$ cat config.mk
export PLATFORM = sky130hd
export DESIGN_NAME = argmax_float
export DESIGN_NICKNAME = d
export VERILOG_FILES = /design/src/rtl/argmax_float.sv
export SDC_FILE = /design/constraint.sdc
export NUM_CORES = 1
export LEC_CHECK = 0
export CORE_ASPECT_RATIO = 0.5
export CORE_MARGIN = 2
export CORE_UTILIZATION = 40
export CTS_BUF_LIST = sky130_fd_sc_hd__clkbuf_2
export CTS_CLUSTER_SIZE = 8
export DETAILED_ROUTE_END_ITERATION = 8
export GPL_ROUTABILITY_DRIVEN = 0
export HOLD_SLACK_MARGIN = 0.12
export SYNTH_ARGS = -nofsm -noshare
export SYNTH_HDL_FRONTEND = slang
export SYNTH_SLANG_ARGS = --single-unit
$ cat constraint.sdc
create_clock -name clk_i -period 4.9 [get_ports clk_i]
set_input_delay 0.98 -clock clk_i [delete_from_list [all_inputs] [get_ports clk_i]]
set_output_delay 0.98 -clock clk_i [all_outputs]
set_load 0.01 [all_outputs]
$ cat src/rtl/argmax_float.sv
// Sequential argmax over N packed IEEE-754 single-precision values, one element per cycle.
// NaNs are skipped; ties resolve to the lowest index; start restarts the scan from any state.
module argmax_float #(
  parameter int N  = 10,
  parameter int S  = 32,
  parameter int IW = 4
) (
  input  logic           clk_i,
  input  logic           rst_n_i,
  input  logic           start_i,
  input  logic [S*N-1:0] x_i,
  output logic [IW-1:0]  idx_o,
  output logic [S-1:0]   max_o,
  output logic           all_nan_o,
  output logic           busy_o,
  output logic           done_o
);

  typedef enum logic [1:0] {
    ST_IDLE = 2'd0,
    ST_SCAN = 2'd1,
    ST_DONE = 2'd2
  } state_t;

  state_t         state_q;
  logic [S*N-1:0] x_q;
  logic [S-1:0]   cur_max_q;
  logic [IW-1:0]  cur_idx_q;
  logic           cur_valid_q;
  logic [IW-1:0]  cnt_q;
  logic [IW-1:0]  idx_q;
  logic [S-1:0]   max_q;
  logic           all_nan_q;
  logic           busy_q;
  logic           done_q;

  function automatic logic is_nan(input logic [S-1:0] v);
    return (v[30:23] == 8'hFF) && (v[22:0] != 23'd0);
  endfunction

  // Strict a > b on non-NaN operands; +0 and -0 compare equal.
  function automatic logic f_gt(input logic [S-1:0] a, input logic [S-1:0] b);
    logic res;
    if ((a[30:0] == 31'd0) && (b[30:0] == 31'd0)) res = 1'b0;
    else if (a[31] != b[31])                      res = ~a[31];
    else if (!a[31])                              res = (a[30:0] > b[30:0]);
    else                                          res = (a[30:0] < b[30:0]);
    return res;
  endfunction

  logic [S-1:0]  elem [N];
  logic [S-1:0]  e_cur;
  logic [S-1:0]  e0_in;
  logic          take;
  logic          last;
  logic [S-1:0]  max_d;
  logic [IW-1:0] idx_d;
  logic          valid_d;

  always_comb begin
    for (int i = 0; i < N; i++) elem[i] = x_q[i*S +: S];
  end

  always_comb begin
    e0_in   = x_i[S-1:0];
    e_cur   = elem[cnt_q];
    last    = (cnt_q == IW'(N-1));
    take    = !is_nan(e_cur) && (!cur_valid_q || f_gt(e_cur, cur_max_q));
    max_d   = take ? e_cur : cur_max_q;
    idx_d   = take ? cnt_q : cur_idx_q;
    valid_d = take | cur_valid_q;
  end

  always_ff @(posedge clk_i or negedge rst_n_i) begin
    if (!rst_n_i) begin
      state_q     <= ST_IDLE;
      x_q         <= '0;
      cur_max_q   <= '0;
      cur_idx_q   <= '0;
      cur_valid_q <= 1'b0;
      cnt_q       <= '0;
      idx_q       <= '0;
      max_q       <= '0;
      all_nan_q   <= 1'b0;
      busy_q      <= 1'b0;
      done_q      <= 1'b0;
    end else if (start_i) begin
      x_q         <= x_i;
      cur_max_q   <= e0_in;
      cur_idx_q   <= '0;
      cur_valid_q <= !is_nan(e0_in);
      cnt_q       <= IW'(1);
      if (N == 1) begin
        state_q   <= ST_DONE;
        idx_q     <= '0;
        max_q     <= e0_in;
        all_nan_q <= is_nan(e0_in);
        busy_q    <= 1'b0;
        done_q    <= 1'b1;
      end else if (state_q == ST_SCAN && last) begin
        // Back-to-back: the finishing scan still publishes while the next one begins.
        state_q   <= ST_SCAN;
        idx_q     <= idx_d;
        max_q     <= max_d;
        all_nan_q <= !valid_d;
        busy_q    <= 1'b1;
        done_q    <= 1'b1;
      end else begin
        state_q <= ST_SCAN;
        busy_q  <= 1'b1;
        done_q  <= 1'b0;
      end
    end else begin
      case (state_q)
        ST_SCAN: begin
          cur_max_q   <= max_d;
          cur_idx_q   <= idx_d;
          cur_valid_q <= valid_d;
          if (last) begin
            state_q   <= ST_DONE;
            idx_q     <= idx_d;
            max_q     <= max_d;
            all_nan_q <= !valid_d;
            busy_q    <= 1'b0;
            done_q    <= 1'b1;
          end else begin
            cnt_q  <= cnt_q + 1'b1;
            done_q <= 1'b0;
          end
        end
        ST_DONE: state_q <= ST_DONE;
        default: state_q <= ST_IDLE;
      endcase
    end
  end

  assign idx_o     = idx_q;
  assign max_o     = max_q;
  assign all_nan_o = all_nan_q;
  assign busy_o    = busy_q;
  assign done_o    = done_q;

endmodule

==> out/results.ini, run 1 <==
[finish]
fin_cells = 2705
num-fill-cells = 4313
nNetsFinal = 2357
drive_above_1_share = 0.318
stdcell_area_um2 = 25200
area_delta_synth_final_pct = 28.2
seq_area_um2 = 10100
multiInputGateArea_um2 = 8730

[worst_setup_path]
cp-end-kind = register
crit_type = reg -> reg
critPathRequiredTime_ns = 5.78
arrival_ns = 5.66
cp-start-kind = register
critPathMaxFanout = 19

[route]
firstDrtPassIters = 7
drtIter0Drc = 1288
detail-route-antenna-nets = 0
routed_wl_um = 64100
via_count = 14700
drcViolationCount = 0
wl_per_cell_um = 23.7
viasPerCell = 5.45

[floorplan]
rows = 57
fp.dieH_um = 161
initial_core_util = 0.405
fp.dieArea_um2 = 51000
ios = 362
die_x_um = 317
core_region_area_um2 = 48500

[yosys]
netlist_top_cells_area = dfrtp_1 (51%), mux2_2 (19%), mux4_2 (4.4%), mux2i_1 (2.2%), ha_1 (2.2%)
synth.most_common_cell = dfrtp_1
netlist.area_leader.share = 0.512
async_reset_ff_frac = 1.00
avgSynthCellArea_um2 = 12.5
synth-seq-cells = 402
synth_commonest_cells = dfrtp_1 (402), mux2_2 (334), inv_1 (85)
yosysSeqAreaShare = 0.512
synth.yosys.warnings = 0
synth_edf_count = 0
netlist_area_um2 = 19600
yosys.area.top_type = dfrtp_1
synthDistinctLibCells = 66
ys.flop_type = dfrtp_1
postSynthCellCount = 1568
synth_nets = 1925

[timing]
timing.final.crit_share = 0.975
max-slew-margin-rel = 0.157
setup_viol = 0
finalMaxSlewViolations = 0
final_hold_viol_count = 0
holdWs_ns = 0.492
tns_ns = 0
period_minus_slack_ns = 4.78
max_freq_ghz = 0.209
worst_pin_slew_ns = 1.26
fin_skew_ns = 0.0659

[status]
status = completed

[clock_network]
cts_tree = built
clk_path_buf_depth = 3
root_buffer = clkbuf_2
clkSinkCount = 402
clk_latency_ns = 1.03
htree_num_levels = 3
clkTransAtPathRegs_ns = 0.13
cts-buffers-inserted = 94

[grt]
grt_usage = 0.249
grt_pass1_vias = 14900
grt_pass1_wl_um = 94600
gr-total-overflow = 0
grt_max_degree = 107
antenna_found_initial = 2

[min_path]
hold_class = reg -> reg

[place]
dp_cells = 2544
dp_hpwl_um = 47500
port_buffers = 361
dpl_cell_area_um2 = 24300

[pwr]
p_leak_nw = 10.8
p_per_area_nw_per_um2 = 481
peakVddDrop_mv = 0.507

[job]
drv_cap = 0

## stage by stage
stage               total power, mW  setup slack, ns  utilization
global placement               9.71           0.0158        0.500
global route                   12.9          -0.0394        0.519
floorplan                      7.62            0.553            -
finish                         12.1            0.121        0.519
detailed placement             9.74          -0.0176        0.500
CTS                            11.9          0.00449        0.516
## path summary, 6_finish.rpt
check	start	endpoint	slack [ns]	depth (start not counted)
max	cnt_q[0]	max_o[15]	0.12	20
min	max_o[19]	max_o[19]	0.49	2
max reg2reg	cnt_q[0]	max_o[15]	0.12	20
min reg2reg	max_o[19]	max_o[19]	0.49	2
max in group asynchronous	rst_n_i	idx_o[3]	3.16	3
min in group asynchronous	rst_n_i	x_q[133]	0.56	2
## sequential cells by signal, indices dropped and copies added, names as in the netlist
signal       cells
done_o           1
cur_max_q       32
idx_o            4
max_o           32
all_nan_o        1
cur_idx_q        4
x_q            320
cur_valid_q      1
cnt_q            4
state_q          2
busy_o           1
## critical path, cell delays in order (launching register included)
cell,delay [ns]
dfrtp_4,0.54
buf_12,0.15
buf_4,0.15
clkbuf_16,0.18
mux2_2,0.27
o22ai_1,0.16
buf_4,0.17
o32a_2,0.20
inv_1,0.12
ha_1,0.31
nand3_1,0.12
or3_1,0.40
o21bai_1,0.18
a31oi_2,0.25
a2111oi_2,0.07
buf_4,0.15
mux2i_4,0.21
o21a_4,0.28
buf_6,0.17
o31ai_1,0.41
o21ai_0,0.13
## cell usage in the layout (no fill, tap or decap), drive strengths merged, types with 44 or more instances in the layout
| cell | synthesis | final |
|---|---|---|
| dfrtp | 402 | 402 |
| buf | 42 | 88 |
| o21ai | 75 | 76 |
| o31ai | 48 | 48 |
| inv | 87 | 90 |
| clkdlybuf4s50 | 0 | 359 |
| a21oi | 71 | 71 |
| clkbuf | 72 | 133 |
| mux2 | 340 | 340 |
| nand2 | 72 | 72 |
| mux2i | 44 | 44 |
| nor2 | 47 | 47 |
## cell families (layout without fill, tap and decap cells)
logic type                 Yosys count  after routing  synth area share
AOI/OAI and AO/OA                  295            296             0.105
buffers and inverters              201            685            0.0471
adders and majority gates           34             34            0.0217
and+or+nand+nor                    211            211            0.0517
other                                0              3                 0
xor gates and xnor gates             3              3           0.00134
muxes                              422            422             0.261
DFF                                402            402             0.512
## timing repair
action	4_1_cts	5_1_grt
gates resized for setup	1	11
pin swaps	1	1
gates cloned	1	1
hold buffers	1	0
setup buffers	0	6
endpoints found under the hold margin	101	0
setup endpoints to repair	36	71
## area by class of cell
cell class	count	area share
sequential	402	0.400
multi-input combinational	966	0.346
timing repair buffer	449	0.179
tap	649	0.0322
clock buffer	132	0.0262
inverter	87	0.0130
clock inverter	17	0.00372
antenna	3	0.000298
## power breakdown
| group | total [mW] | internal [mW] | switching (mW) |
|---|---|---|---|
| Sequential | 4.27 | 3.82 | 0.449 |
| Combinational | 5.72 | 2.60 | 3.12 |
| Clock | 2.13 | 0.760 | 1.37 |
| Total | 12.1 | 7.18 | 4.93 |
## routing by layer
metal / up-vias / GRT usage / routed length [um]
met3: 95 / 0.0532 / 3890
met2: 458 / 0.375 / 29000
li1: 6645 / - / -
met1: 7543 / 0.361 / 29600
met4: 0 / 0.0758 / 1520
met5: - / 0 / 0
Note: power is estimated with default switching activity, not from simulation.
==> run 2, diff against run 1 <==
GPL_TIMING_DRIVEN = 0   (was not set)
==> out/results.ini, run 2 (synthesis gave the netlist of run 1 again) <==
[status]
status = completed  ; unchanged

[grt]
gr-total-overflow = 0  ; unchanged
grt_max_degree = 116  ; was 107
grt_pass1_wl_um = 101000  ; was 94,600 um
grt_usage = 0.271  ; was 0.249
antenna_found_initial = 4  ; was 2
grt_pass1_vias = 15400  ; was 14.9k

[finish]
area_delta_synth_final_pct = 30.6  ; was 28.2%
finish.utilization = 0.529  ; was 0.519
largest_reg_flops = 320  ; unchanged
drive_above_1_share = 0.318  ; about the same
mostFrequentLayoutCells = dfrtp_1 (402), clkdlybuf4s50_1 (359), mux2_2 (334), clkbuf_2 (134), inv_1 (82)  ; was dfrtp_1 (400), clkdlybuf4s50_1 (359), mux2_2 (334), clkbuf_2 (132), inv_1 (85)
stdcell_area_um2 = 25700  ; was 25,200 um^2
num-fill-cells = 4334  ; was 4,313
layout_commonest_cell = dfrtp_1  ; unchanged
nNetsFinal = 2404  ; was 2,357
top_register = x_q  ; unchanged

[worst_setup_path]
crit_path_top_delay_cell = mux4_2  ; was dfrtp_4
arrival_ns = 5.78  ; was 5.66 ns
timing.rr.start = cnt_q[0]  ; unchanged
critPathMaxFanout = 10  ; was 19
reg2reg_slack_ns = 0.09  ; was 0.12 ns
crit_path_frequent_cell = buf_12  ; was buf_4
crit_end = cur_max_q[15]  ; was max_o[15]
cp-startpoint = cnt_q[0]  ; unchanged
rr_endpoint = cur_max_q[15]  ; was max_o[15]
slowest_delay_ns = 0.53  ; was 0.54 ns
critPathRequiredTime_ns = 5.87  ; was 5.78 ns
cp-end-kind = register  ; unchanged
reg2reg_depth = 21  ; was 20
crit_type = reg -> reg  ; unchanged
cp-start-kind = register  ; unchanged
cp_cell_sequence = buf_8, buf_12, buf_16, buf_12, mux4_2, a22oi_2, o21a_1, inv_2, ha_1, nand3_1, or3_4, nand3b_1, a31oi_4, a2111oi_4, mux2i_1, buf_4, o21ai_4, buf_12, buf_6, a32oi_1, o31a_1  ; was buf_12, buf_4, clkbuf_16, mux2_2, o22ai_1, buf_4, o32a_2, inv_1, ha_1, nand3_1, or3_1, o21bai_1, a31oi_2, a2111oi_2, buf_4, mux2i_4, o21a_4, buf_6, o31ai_1, o21ai_0

[clock_network]
root_buffer = clkbuf_2  ; unchanged
clk_path_buf_depth = 3  ; unchanged
cts-buffers-inserted = 95  ; was 94
clk_latency_ns = 1.08  ; was 1.03 ns
cts_tree = built  ; unchanged
clkSinkCount = 402  ; unchanged
htree_num_levels = 3  ; unchanged
clkTransAtPathRegs_ns = 0.15  ; was 0.13 ns

[route]
routed_wl_um = 69500  ; was 64,100 um
via_count = 15000  ; was 14.7k
firstDrtPassIters = 5  ; was 7
drtIter0Drc = 1039  ; was 1,288
wl_per_cell_um = 25.2  ; was 23.7 um
viasPerCell = 5.44  ; was 5.45
drcViolationCount = 0  ; unchanged
detail-route-antenna-nets = 0  ; unchanged

[floorplan]
die_x_um = 317  ; unchanged
initial_core_util = 0.405  ; unchanged
fp.dieH_um = 161  ; unchanged
fp.dieArea_um2 = 51000  ; unchanged
ios = 362  ; unchanged
rows = 57  ; unchanged
core_region_area_um2 = 48500  ; unchanged

[timing]
timing.final.crit_share = 0.981  ; was 0.975
tns_ns = 0  ; unchanged
final_hold_viol_count = 0  ; unchanged
finalMaxSlewViolations = 0  ; unchanged
max_freq_ghz = 0.208  ; was 0.209 GHz
worst_pin_slew_ns = 0.995  ; was 1.26 ns
period_minus_slack_ns = 4.81  ; was 4.78 ns
max-slew-margin-rel = 0.337  ; was 0.157
finalWorstSetupSlack_ns = 0.0914  ; was 0.121 ns
fin_skew_ns = 0.0734  ; was 0.0659 ns
setup_viol = 0  ; unchanged

[place]
dp_hpwl_um = 53000  ; was 47,500 um
dpl_worst_slack_ns = -1.29  ; was -0.0176 ns
dpl_cell_area_um2 = 24100  ; was 24,300 um^2
port_buffers = 360  ; was 361

[pwr]
p_leak_nw = 10.9  ; was 10.8 nW
peakVddDrop_mv = 0.245  ; was 0.507 mV
power_mw = 12.9  ; was 12.1 mW
p_per_area_nw_per_um2 = 502  ; was 481 nW/um^2

[min_path]
hold_class = in -> async  ; was reg -> reg

[job]
drv_cap = 0  ; unchanged

## run 2: changes by cell type in the layout (fill, tap and decap cells not counted), sizes merged
cell / previous run / this run
bufinv: 1 / 4
diode: 3 / 5
clkbuf: 133 / 203
clkinvlp: 0 / 1
inv: 90 / 89
buf: 88 / 64
clkinv: 13 / 20
## run 2: repair_timing
item | 4_1_cts | 5_1_grt
resized for setup | 58 | 66
hold buffers | 1 | 0
setup endpoints to repair | 72 | 71
hold endpoints to repair | 91 | 0
gates cloned | 1 | 1
setup buffers | 9 | 8
pin swaps | 5 | 20
## run 2: cell type report
cell class | count | area [um^2] | area share
flip-flops and latches | 402 | 10100 | 0.392
multi-input cells | 966 | 8940 | 0.349
repair buffers | 382 | 3850 | 0.150
well taps | 649 | 812 | 0.0316
plain buffers | 113 | 787 | 0.0307
clock buffers | 132 | 661 | 0.0257
inverters | 87 | 327 | 0.0127
clock inverters | 27 | 211 | 0.00824
diodes | 5 | 12.5 | 0.000488
## run 2: how the worst min path moves through the flow
stage | start | end | slack [ns]
global placement | busy_o | busy_o | 0.46
floorplan | state_q[0] | state_q[0] | 0.46
detailed placement | busy_o | busy_o | 0.47
CTS | x_i[164] | x_q[164] | 0.39
finish | rst_n_i | x_q[233] | 0.47
global route | x_i[105] | x_q[105] | 0.42
## run 2: worst max-delay path, delay by kind of cell, from the launching register on
family,cells,cell delay [ns]
and+or+nand+nor,3,0.74
buffers and inverters,8,1.13
muxes,2,0.77
DFF,1,0.41
adders and majority gates,1,0.30
AOI/OAI and AO/OA,7,1.33
## run 2: power breakdown
part | internal [mW] | total, mW | switching [mW] | leakage [nW]
logic | 2.75 | 6.28 | 3.53 | 5.49
registers | 3.82 | 4.26 | 0.437 | 4.79
clock network | 0.928 | 2.35 | 1.42 | 0.647
## run 2: metal layers
metal  GRT usage  vias up  routed length [um]
met1       0.378     7761               31200
li1            -     6746                   -
met4      0.0667        0                1140
met5           0        -                   0
met2       0.434      439               33000
met3      0.0589       76                4170
## run 2: metrics by stage
stage | hold slack [ns] | cells
floorplan | 0.456 | 1568
global placement | 0.464 | 2577
detailed placement | 0.469 | 2580
CTS | 0.385 | 2749
global route | 0.422 | 2762
finish | 0.473 | 2763
==> run 3, diff against run 2 <==
REMOVE_ABC_BUFFERS = 1   (was not set)
==> out/results.ini, run 3 (synthesis gave the netlist of run 1 again) <==
[status]
status = completed  ; unchanged

[finish]
largest_reg_flops = 320  ; unchanged
layout_commonest_cell = dfrtp_1  ; unchanged
fin_cells = 2666  ; was 2,763
num-fill-cells = 4371  ; was 4,334
mostFrequentLayoutCells = dfrtp_1 (398), clkdlybuf4s50_1 (359), mux2_2 (334), clkbuf_2 (146), inv_1 (84)  ; was dfrtp_1 (402), clkdlybuf4s50_1 (359), mux2_2 (334), clkbuf_2 (134), inv_1 (82)
stdcell_area_um2 = 25100  ; was 25,700 um^2
area_delta_synth_final_pct = 27.9  ; was 30.6%
drive_above_1_share = 0.312  ; was 0.318
nNetsFinal = 2306  ; was 2,404
top_register = x_q  ; unchanged

[route]
firstDrtPassIters = 6  ; was 5
via_count = 14300  ; was 15.0k
wl_per_cell_um = 22.0  ; was 25.2 um
viasPerCell = 5.35  ; was 5.44
detail-route-antenna-nets = 0  ; unchanged
drtIter0Drc = 956  ; was 1,039
routed_wl_um = 58700  ; was 69,500 um
drcViolationCount = 0  ; unchanged

[clock_network]
clkSinkCount = 402  ; unchanged
clkTransAtPathRegs_ns = 0.11  ; was 0.15 ns
clk_path_buf_depth = 3  ; unchanged
clk_latency_ns = 1.08  ; about the same
root_buffer = clkbuf_2  ; unchanged
cts-buffers-inserted = 96  ; was 95
cts_tree = built  ; unchanged
htree_num_levels = 3  ; unchanged

[floorplan]
initial_core_util = 0.405  ; unchanged
ios = 362  ; unchanged
core_region_area_um2 = 48500  ; unchanged
rows = 57  ; unchanged
fp.dieH_um = 161  ; unchanged
fp.dieArea_um2 = 51000  ; unchanged
die_x_um = 317  ; unchanged

[grt]
grtUsageMet2 = 0.372  ; was 0.434
gr-total-overflow = 0  ; unchanged
met1_usage = 0.309  ; was 0.378
grt_pass1_wl_um = 88300  ; was 101,000 um
busiest_layer = met2  ; unchanged
grtUsageMet3 = 0.0455  ; was 0.0589
grt_usage = 0.226  ; was 0.271
grt_max_degree = 123  ; was 116
antenna_found_initial = 1  ; was 4
grt_pass1_vias = 14500  ; was 15.4k

[place]
port_buffers = 361  ; was 360
dp_hpwl_um = 38600  ; was 53,000 um
dpl_cell_area_um2 = 23900  ; was 24,100 um^2
dp_cells = 2478  ; was 2,580
dpl_worst_slack_ns = -1.89  ; was -1.29 ns

[timing]
period_minus_slack_ns = 4.88  ; was 4.81 ns
fin_skew_ns = 0.103  ; was 0.0734 ns
max_freq_ghz = 0.205  ; was 0.208 GHz
final_hold_viol_count = 0  ; unchanged
max-slew-margin-rel = 0.169  ; was 0.337
rsz0062_at_grt = yes
finalMaxSlewViolations = 0  ; unchanged
worst_pin_slew_ns = 1.25  ; was 0.995 ns
timing.final.crit_share = 0.997  ; was 0.981
setup_viol = 0  ; unchanged
finalWorstSetupSlack_ns = 0.0153  ; was 0.0914 ns

[pwr]
peakVddDrop_mv = 0.423  ; was 0.245 mV
p_per_area_nw_per_um2 = 477  ; was 502 nW/um^2
power_mw = 12.0  ; was 12.9 mW
p_leak_nw = 10.7  ; was 10.9 nW

[worst_setup_path]
cp-start-kind = register  ; unchanged
cp-end-kind = register  ; unchanged
arrival_ns = 5.80  ; was 5.78 ns
critPathMaxFanout = 24  ; was 10
crit_type = reg -> reg  ; unchanged
critPathRequiredTime_ns = 5.81  ; was 5.87 ns

[job]
drv_cap = 0  ; unchanged

[min_path]
hold_class = in -> reg  ; was in -> async

-- run 3: worst paths after layout --
path                       startpoint             to  slack [ns]  depth (start not counted)
setup reg to reg             cnt_q[0]  cur_max_q[15]        0.02                         12
setup / recovery             cnt_q[0]  cur_max_q[15]        0.02                         12
hold reg to reg             all_nan_o      all_nan_o        0.49                          2
min in group asynchronous     rst_n_i       x_q[151]        0.52                          2
hold / removal                start_i       cnt_q[2]        0.44                          2
max in group asynchronous     rst_n_i      max_o[18]        2.82                          5
-- run 3: area by class of cell --
class | instances | area, um^2 | share of cell area
Sequential cell | 402 | 10100 | 0.401
Timing Repair inverter | 1 | 7.51 | 0.000299
Antenna cell | 1 | 2.50 | 0.0000996
Tap cell | 649 | 812 | 0.0323
Multi-Input combinational cell | 968 | 8850 | 0.352
Timing Repair Buffer | 393 | 4230 | 0.169
Inverter | 87 | 330 | 0.0131
Clock inverter | 19 | 81.3 | 0.00324
Clock buffer | 146 | 731 | 0.0291
-- run 3: report_power, final --
part           leakage [nW]  internal (mW)  switching [mW]
logic                  5.26           2.47            3.08
clock network         0.649          0.781            1.41
registers              4.78           3.82           0.421
-- run 3: repair_timing --
| action | CTS | global route |
|---|---|---|
| setup endpoints to repair | 73 | 71 |
| hold endpoints to repair | 69 | 0 |
| pin swaps | 3 | 3 |
| cloned | 2 | 4 |
| hold buffers | 1 | 0 |
| gates resized for setup | 14 | 19 |
| setup buffers | 10 | 5 |
-- run 3: metal layers --
metal | vias up | wire length (um)
met5 | - | 0
met4 | 0 | 914
met3 | 76 | 2910
met2 | 341 | 28200
met1 | 7264 | 26700
li1 | 6573 | -
-- run 3: critical path: stages, from the launching register on --
cell and delay [ns]:
dfrtp_4 0.55, buf_12 0.15, buf_4 0.18, clkbuf_16 0.23, mux2i_1 0.16, a221o_1 0.32
o22ai_1 0.40, inv_1 0.12, nor3_1 0.78, o2111ai_4 0.68, nand2_2 0.74, nor2_1 0.18
o31a_1 0.27
-- run 3: metrics by stage --
step,TNS (ns),utilization,hold slack [ns]
6_report,0,0.518,0.438
5_1_grt,-0.0892,0.518,0.328
4_1_cts,0,0.513,0.278
3_3_place_gp,-,0.484,0.462
3_5_place_dp,-115.94,0.492,0.469
2_1_floorplan,-257.25,-,0.456
